**src/rtl/multi_digit_display.sv**
```systemverilog
// Time-multiplexed BCD display driver: scans DIGITS digits, decodes each one to a
// 15-segment code, and applies leading-zero blanking and per-digit blinking.
module multi_digit_display #(
  parameter int DIGITS       = 4,
  parameter int SCAN_DIV     = 1000,
  parameter int BLINK_FRAMES = 64
) (
  input  logic                  clk,
  input  logic                  reset,
  input  logic [4*DIGITS-1:0]   digits_in,
  input  logic                  load,
  input  logic                  blank_lz,
  input  logic [DIGITS-1:0]     blink_en,
  output logic [14:0]           segment_pattern,
  output logic [DIGITS-1:0]     digit_enable
);

  localparam int SW = (SCAN_DIV > 1) ? $clog2(SCAN_DIV) : 1;
  localparam int IW = (DIGITS > 1) ? $clog2(DIGITS) : 1;
  localparam int FW = (BLINK_FRAMES > 1) ? $clog2(BLINK_FRAMES) : 1;

  logic [4*DIGITS-1:0] held_q, held_d;
  logic [SW-1:0]       scan_q, scan_d;
  logic [IW-1:0]       idx_q, idx_d;
  logic [FW-1:0]       frame_q, frame_d;
  logic                phase_q, phase_d;   // 1 = hidden half of the blink cycle
  logic [14:0]         seg_q, seg_d;
  logic [DIGITS-1:0]   en_q, en_d;

  logic                scan_wrap, idx_wrap, frame_wrap;
  logic [3:0]          sel_digit;
  logic                sel_lz, sel_blink, lz_run;

  function automatic logic [14:0] decode(input logic [3:0] d);
    case (d)
      4'd0:    decode = 15'h0C3F;
      4'd1:    decode = 15'h0406;
      4'd2:    decode = 15'h00DB;
      4'd3:    decode = 15'h00CF;
      4'd4:    decode = 15'h00E6;
      4'd5:    decode = 15'h00ED;
      4'd6:    decode = 15'h00FD;
      4'd7:    decode = 15'h1401;
      4'd8:    decode = 15'h00FF;
      4'd9:    decode = 15'h00EF;
      default: decode = 15'h0000;
    endcase
  endfunction

  always_comb begin
    scan_wrap  = (scan_q == SW'(SCAN_DIV - 1));
    idx_wrap   = (idx_q == IW'(DIGITS - 1));
    frame_wrap = (frame_q == FW'(BLINK_FRAMES - 1));

    held_d  = load ? digits_in : held_q;
    scan_d  = scan_wrap ? '0 : scan_q + 1'b1;
    idx_d   = idx_q;
    frame_d = frame_q;
    phase_d = phase_q;
    if (scan_wrap) begin
      idx_d = idx_wrap ? '0 : idx_q + 1'b1;
      if (idx_wrap) begin
        frame_d = frame_wrap ? '0 : frame_q + 1'b1;
        if (frame_wrap) phase_d = ~phase_q;
      end
    end

    // Walk from the most significant digit down; lz_run stays set while every
    // digit seen so far is zero, which is exactly the leading-zero condition.
    sel_digit = 4'd0;
    sel_lz    = 1'b0;
    sel_blink = 1'b0;
    lz_run    = 1'b1;
    en_d      = '0;
    for (int i = DIGITS - 1; i >= 0; i--) begin
      lz_run = lz_run & (held_q[4*i +: 4] == 4'd0);
      if (idx_q == IW'(i)) begin
        sel_digit = held_q[4*i +: 4];
        sel_lz    = lz_run && (i != 0);
        sel_blink = blink_en[i];
        en_d[i]   = 1'b1;
      end
    end

    seg_d = decode(sel_digit);
    if ((blank_lz && sel_lz) || (phase_q && sel_blink)) seg_d = 15'h0000;
  end

  always_ff @(posedge clk) begin
    if (reset) begin
      held_q  <= '0;
      scan_q  <= '0;
      idx_q   <= '0;
      frame_q <= '0;
      phase_q <= 1'b0;
      seg_q   <= '0;
      en_q    <= '0;
    end else begin
      held_q  <= held_d;
      scan_q  <= scan_d;
      idx_q   <= idx_d;
      frame_q <= frame_d;
      phase_q <= phase_d;
      seg_q   <= seg_d;
      en_q    <= en_d;
    end
  end

  assign segment_pattern = seg_q;
  assign digit_enable    = en_q;

endmodule

```
**config.mk**
```make
export PLATFORM = sky130hd
export DESIGN_NAME = multi_digit_display
export DESIGN_NICKNAME = d
export VERILOG_FILES = /design/src/rtl/multi_digit_display.sv
export SDC_FILE = /design/constraint.sdc
export NUM_CORES = 1
export LEC_CHECK = 0
export CELL_PAD_IN_SITES_DETAIL_PLACEMENT = 0
export CELL_PAD_IN_SITES_GLOBAL_PLACEMENT = 1
export CORE_ASPECT_RATIO = 0.9
export CORE_MARGIN = 4
export CORE_UTILIZATION = 42
export DETAILED_ROUTE_END_ITERATION = 16
export PLACE_DENSITY = 0.83
export SLEW_MARGIN = 10
export SYNTH_ARGS = -nofsm -noshare
export SYNTH_HDL_FRONTEND = slang
export SYNTH_SLANG_ARGS = --single-unit
```
**constraint.sdc**
```tcl
create_clock -name clk -period 6.55 [get_ports clk]
set_input_delay 1.31 -clock clk [delete_from_list [all_inputs] [get_ports clk]]
set_output_delay 1.31 -clock clk [all_outputs]
set_load 0.01 [all_outputs]
```
==> results of run 1 <==
==> power groups by stage <==
stage,clock [µW],sequential [µW],combinational (µW)
floorplan,0,326,35.9
global placement,0,325,69.3
detailed placement,0,325,70.1
CTS,258,318,70.5
global route,269,320,76.8
finish,250,318,69.8
==> cells by family (layout without fill, tap and decap cells) <==
group	Yosys count	after routing
AOI/OAI and AO/OA	40	40
xor gates and xnor gates	10	10
adders and majority gates	13	13
buffers and inverters	22	53
DFF	49	49
muxes	22	22
other	1	4
and+or+nand+nor	97	97
==> cell usage in the layout, fill, tap and decap left out, types with 2 or more instances in the layout <==
cell type,count
or3_2,2
xnor2_1,5
mux2i_1,21
inv_1,6
o21ai_0,9
nand3_1,5
nand2b_1,2
a31oi_1,2
nand3b_1,4
clkbuf_8,5
nor4_1,2
conb_1,4
or3_1,2
nand2_1,18
dfxtp_1,49
and3_1,6
nor2_1,37
nor4b_1,2
o211ai_1,2
clkdlybuf4s50_1,38
nor3_1,2
xor2_1,5
a21oi_1,18
ha_1,13
nor2b_1,5
a21boi_0,2
bufinv_16,2
nand4_1,2
==> flip-flops by register name (all words and copies together) (netlist names) <==
register         flops
frame_q              6
segment_pattern     10
digit_enable         4
scan_q              10
held_q              16
phase_q              1
idx_q                2
==> through the flow <==
stage          cells  setup slack [ns]  hold slack, ns
2_1_floorplan    257              4.05           0.413
3_3_place_gp     347              3.52           0.427
3_5_place_dp     347              3.47           0.429
4_1_cts          355              3.81           0.442
5_1_grt          355              3.67           0.478
6_report         355              3.79           0.442
==> layout make-up <==
| type | count | share of cell area (%) |
|---|---|---|
| clock buffer | 5 | 2.42 |
| multi-input combinational | 186 | 43.4 |
| clock inverter | 3 | 2.29 |
| inverter | 6 | 0.793 |
| sequential | 49 | 34.5 |
| timing repair buffer | 39 | 13.7 |
| tap | 67 | 2.95 |
==> worst max path at each step <==
stage	start	to	slack (ns)	cells after the start
2_1_floorplan	load	held_q[10]$_SDFFE_PP0P_	4.05	4
3_3_place_gp	blink_en[2]	segment_pattern[10]$_SDFF_PP0_	3.52	6
3_5_place_dp	blink_en[2]	segment_pattern[10]$_SDFF_PP0_	3.47	6
4_1_cts	blink_en[2]	segment_pattern[10]$_SDFF_PP0_	3.81	6
5_1_grt	blink_en[2]	segment_pattern[10]$_SDFF_PP0_	3.67	6
6_report	blink_en[2]	segment_pattern[10]$_SDFF_PP0_	3.79	6
==> layer usage <==
metal | vias to the layer above | wire length [µm]
met4 | 0 | 114
met5 | - | 0
met1 | 858 | 2400
met3 | 12 | 263
met2 | 45 | 2050
li1 | 933 | -
==> reports/metrics.yaml, run 1 <==
place:
  globalplace.congestion: 0.809
  postPlaceCellArea_um2: 2710
  dp_hpwl_um: 3560
  placement.io_buffers: 38
timing:
  final_max_slew_viol_count: 0
  grt_setup_unrepaired: "no"
  tightestPinTransition_ns: 1.01
  final.setup.tns_ns: 0
  max_slew_margin_pct: 32.7
  layout_min_cycle_time_ns: 2.76
  clock-skew-final_ns: 0.00477
  report.final.hold_viol_count: 0
  finalSetupViolCount: 0
  final.period_utilization_pct: 42.1
  max_freq_mhz: 362
logic_synthesis:
  synth.cell_area_um2: 2310
  synth_xor_area_share_pct: 3.80
  post_synth_num_cell_types: 45
  syn_area_per_cell_um2: 9.08
  post_synth_fa_ha_maj_area_fraction_pct: 7.05
  largest_family_of_logic_cells_by_synthesized_area: "simple AND/OR/NAND/NOR gates"
  synthMostInstantiatedCell: "dfxtp_1"
  synth_top_flop_cell: "dfxtp_1"
  synth.yosys.warnings: 0
  asyncSetResetFlopFracSynth_pct: 0
  post-synth-top-area-cell: "dfxtp_1"
  synth.top_cells.by_area: "dfxtp_1, mux2i_1, ha_1"
  synth_commonest_cells: "dfxtp_1, nor2_1, mux2i_1"
  synth.mux.area_fraction_pct: 9.60
  yosysTopAreaCellShare_pct: 42.5
  synth_compound_area_share_pct: 10.4
  synth_enable_flop_cells: 0
  netlist_instances: 254
  synth-seq-cells: 49
  synth-simple-area-share_pct: 22.0
  synth.yosys.seq_area_share_pct: 42.5
hold_path:
  holdCritPathClass: "flop to flop"
  worst_hold_startpoint: "scan_q[0]$_SDFF_PP0_"
  hold_depth: 1
  worst_hold_path.endpoint: "scan_q[0]$_SDFF_PP0_"
detailed_routing:
  initialDrtViolationCount: 73
  drc_errors: 0
  via_count: 1848
  route.detailed.wl_per_inst_um: 13.6
  detail_routed_via_count_per_cell: 5.21
  drt_first_pass_iters: 4
  detail-route-antenna-nets: 0
  postRouteWirelength_um: 4830
global_route:
  globalRouteMet1Util_pct: 20.3
  grt_max_degree: 34
  gr-usage-all-layers_pct: 14.7
  top_usage_layer: "met2"
  first_global_vias: 1688
  grt_pass1_wl_um: 7820
  grt_antenna_before_repair: 0
  grt-ovfl-total: 0
  grtUsageMet2_pct: 21.2
  grt_util_met3_pct: 3.57
worst_setup_path:
  critPathMaxStageDelay_ns: 0.45
  r2r-end: "segment_pattern[2]$_SDFF_PP0_"
  timing.critical_path.required_ns: 6.72
  crit_chain: "clkdlybuf4s50_1 -> a21oi_1 -> a221o_1 -> a21boi_0 -> a311o_1 -> a2111oi_0"
  critical_path_fanout_max: 10
  crit-reg2reg-launch: "idx_q[0]$_SDFFE_PP0N_"
  setup.worst_path.start_class: "input port"
  worst_setup_path_end_kind: "flop"
  ff2ff_setup_slack_ns: 4.05
  cp.arrival_ns: 2.93
  critical_path.n_buffers_inverters: 1
  critical_path.top_delay_family: "compound AO/OA/AOI/OAI gates"
  cell_type_of_the_slowest_stage_on_the_worst_timing_path: "clkdlybuf4s50_1"
  crit_type: "input port to flop"
  r2r_cells: 9
clocking:
  reg_clk_slew_reported_paths_ns: 0.09
  tritoncts: "yes"
  htree_num_levels: 2
  clock_tree.buffer_depth: 2
  cts_num_sinks: 49
  clock_insertion_delay_worst_skew_ns: 0.30
  cts-resized-gates: 0
  post_cts_hold_buffer_count: 0
  cts_setup_buffers: 0
  cts_buffers: 5
  root_buffer: "clkbuf_8"
finish:
  finalNetCount: 324
  antenna_cells: 0
  final.fill_count: 486
  area_of_the_multi_input_gates_um2: 1230
  seq_area_um2: 981
  final_core_util_pct: 53.8
  area_growth_synth_to_finish_pct: 23.2
  post_route_cells_drive_above_1_share_pct: 5.56
  final_cell_area_um2: 2840
pwr:
  clock_power_share_pct: 39.2
  power_report.internal_total_uw: 501
  portion_of_total_power_attributed_to_sequential_cells_pct: 49.9
  vdd_drop_max_mv: 0.128
  p_leak_uw: 0.00115
  p_per_area_nw_per_um2: 225
  switchingPower_uw: 137
  p_total_uw: 638
  netSwitchingFraction_pct: 21.5
  combinationalPowerShare_pct: 10.9
floorplanning:
  start_util_pct: 43.6
  design.portCount: 43
  die-area_um2: 6740
  core_area_um2: 5290
  fp.dieH_um: 78.3
  core.rowCount: 25
  dieWidth_um: 86.1
outcome:
  run_status: "finished, final reports clean"
run:
  drv.max_cap_violation_count: 0
Power figures use the tool's default switching activity.
==> inputs of run 2 (changes only) <==
- CORE_UTILIZATION: 42 -> 39
- PLACE_DENSITY: 0.83 -> 0.78
- clock period: 6.55 -> 2.77 ns (I/O delays scaled with it)
==> reports/metrics.yaml, run 2 (synthesized netlist as in run 1, its figures left out) <==
clocking:
  post_cts_hold_buffer_count: 0  # unchanged
  cts_buffers: 5  # unchanged
  reg_clk_slew_reported_paths_ns: 0.08  # was 0.09 ns
  htree_num_levels: 2  # unchanged
  clock_insertion_delay_worst_skew_ns: 0.30  # about the same
  tritoncts: "yes"  # unchanged
  cts_setup_buffers: 0  # unchanged
  root_buffer: "clkbuf_8"  # unchanged
  cts_num_sinks: 49  # unchanged
  cts-resized-gates: 0  # unchanged
  clock_tree.buffer_depth: 2  # unchanged
timing:
  clock-skew-final_ns: 0.00669  # was 0.00477 ns
  tightestPinTransition_ns: 0.518  # was 1.01 ns
  final_max_slew_viol_count: 0  # unchanged
  report.final.hold_viol_count: 0  # unchanged
  finalSetupViolCount: 0  # unchanged
  max_freq_mhz: 423
  layout_min_cycle_time_ns: 2.37
  final.period_utilization_pct: 85.4
  grt_setup_unrepaired: "no"  # unchanged
  max_slew_margin_pct: 65.2  # was 32.7%
  final.setup.tns_ns: 0  # unchanged
finish:
  largest-register: "held_q"  # unchanged
  post_route_cells_drive_above_1_share_pct: 6.19  # was 5.56%
  final_common_cell: "dfxtp_1"  # unchanged
  finalNetCount: 328  # was 324
  antenna_cells: 0  # unchanged
  post_layout_nonfiller_instances: 361  # was 355
  area_growth_synth_to_finish_pct: 22.6  # was 23.2%
  layout.cells.most_common_list: "dfxtp_1, clkdlybuf4s50_1, nor2_1"  # unchanged
  flip_flop_count_of_the_largest_register_all_copies_and_words_added: 16  # unchanged
worst_setup_path:
  critical_path_fanout_max: 12  # was 10
  r2r-end: "segment_pattern[10]$_SDFF_PP0_"  # was segment_pattern[2]$_SDFF_PP0_
  worst_setup_path_end_kind: "flop"  # unchanged
  timing.critical_path.required_ns: 2.92  # was 6.72 ns
  ff2ff_setup_slack_ns: 0.40  # was 4.05 ns
  setup.worst_path.start_class: "flop"  # was input port
  r2r_cells: 8  # was 9
  cp.arrival_ns: 2.52  # was 2.93 ns
  crit_type: "flop to flop"  # was input port to flop
  crit-reg2reg-launch: "idx_q[0]$_SDFFE_PP0N_"  # unchanged
floorplanning:
  fp.dieH_um: 81.0  # was 78.3 µm
  die-area_um2: 7210  # was 6740 µm²
  start_util_pct: 40.5  # was 43.6%
  dieWidth_um: 89.1  # was 86.1 µm
  core_area_um2: 5690  # was 5290 µm²
  design.portCount: 43  # unchanged
  core.rowCount: 26  # was 25
global_route:
  grt_pass1_wl_um: 7890  # was 7820 µm
  grt_max_degree: 19  # was 34
  first_global_vias: 1681  # was 1688
  grt_antenna_before_repair: 0  # unchanged
  grt-ovfl-total: 0  # unchanged
  gr-usage-all-layers_pct: 14.2  # was 14.7%
place:
  place.detailed.instances: 354  # was 347
  placement.io_buffers: 38  # unchanged
  globalplace.congestion: 0.806  # was 0.809
  dp_hpwl_um: 3590  # was 3560 µm
hold_path:
  hold_depth: 1  # unchanged
  holdCritPathClass: "flop to flop"  # unchanged
  worst_hold_startpoint: "scan_q[0]$_SDFF_PP0_"  # unchanged
  worst_hold_path.endpoint: "scan_q[0]$_SDFF_PP0_"  # unchanged
detailed_routing:
  postRouteWirelength_um: 4740  # was 4830 µm
  drc_errors: 0  # unchanged
  initialDrtViolationCount: 97  # was 73
  via_count: 1776  # was 1848
  route.detailed.wl_per_inst_um: 13.1  # was 13.6 µm
  detail_routed_via_count_per_cell: 4.92  # was 5.21
  detail-route-antenna-nets: 0  # unchanged
  drt_first_pass_iters: 4  # unchanged
pwr:
  vdd_drop_max_mv: 0.235  # was 0.128 mV
  p_per_area_nw_per_um2: 472  # was 225 nW/µm²
  p_leak_uw: 0.00115  # about the same
outcome:
  run_status: "finished, final reports clean"  # unchanged
run:
  drv.max_cap_violation_count: 0  # unchanged
## run 2: changes by cell type in the layout (fill, tap and decap cells not counted)
cell,change
buf_4,+4
clkbuf_8,+1
clkinv_2,-1
clkbuf_1,+1
bufinv_16,-2
## run 2: final cells by class
class                           instances  area (µm²)
Clock buffer                            7        86.3
Fill cell                             563        2870
Inverter                                6        22.5
Multi-Input combinational cell        186        1230
Sequential cell                        49         981
Tap cell                               70        87.6
Timing Repair Buffer                   43         418
## run 2: worst max-delay path, cell delays in order (launching register included)
cell and delay, ns:
dfxtp_1 0.40, inv_1 0.08, ha_1 0.32, nand3b_1 0.21, a211o_1 0.35, inv_1 0.17
ha_1 0.19, nor2_1 0.05, a2111oi_0 0.45
## run 2: stage by stage
stage	hold WS (ns)	power (µW)	utilization, %	setup WS [ns]	cell area (µm²)
floorplan	0.413	857	-	0.613	2320
global placement	0.430	938	48.2	0.447	2740
detailed placement	0.436	939	48.2	0.455	2740
CTS	0.448	1350	49.7	0.393	2830
global route	0.489	1400	49.7	0.177	2830
finish	0.443	1330	49.7	0.405	2830
## run 2: report_power, final
group          total [µW]  internal (µW)  switching, µW  leakage [µW]
clock                 413            198            215     0.0000443
combinational         168           92.8           75.2      0.000699
sequential            753            735           18.0      0.000402
total                1330           1030            308       0.00115
## run 2: worst max-delay path by stage
stage | from | to | slack [ns] | cells past startpoint
finish | idx_q[0]$_SDFFE_PP0N_ | segment_pattern[10]$_SDFF_PP0_ | 0.40 | 8
global route | idx_q[0]$_SDFFE_PP0N_ | segment_pattern[10]$_SDFF_PP0_ | 0.18 | 8
CTS | idx_q[0]$_SDFFE_PP0N_ | segment_pattern[10]$_SDFF_PP0_ | 0.39 | 8
detailed placement | idx_q[0]$_SDFFE_PP0N_ | segment_pattern[2]$_SDFF_PP0_ | 0.45 | 9
global placement | idx_q[0]$_SDFFE_PP0N_ | segment_pattern[10]$_SDFF_PP0_ | 0.45 | 8
floorplan | idx_q[0]$_SDFFE_PP0N_ | segment_pattern[2]$_SDFF_PP0_ | 0.61 | 10
## run 2: metal layers
metal | vias to the layer above | track usage [%] | part of all wire, %
li1 | 938 | - | -
met1 | 789 | 21.3 | 52
met2 | 41 | 19.3 | 39
met3 | 8 | 3.55 | 6.6
met4 | 0 | 5.06 | 1.5
met5 | - | 0 | 0
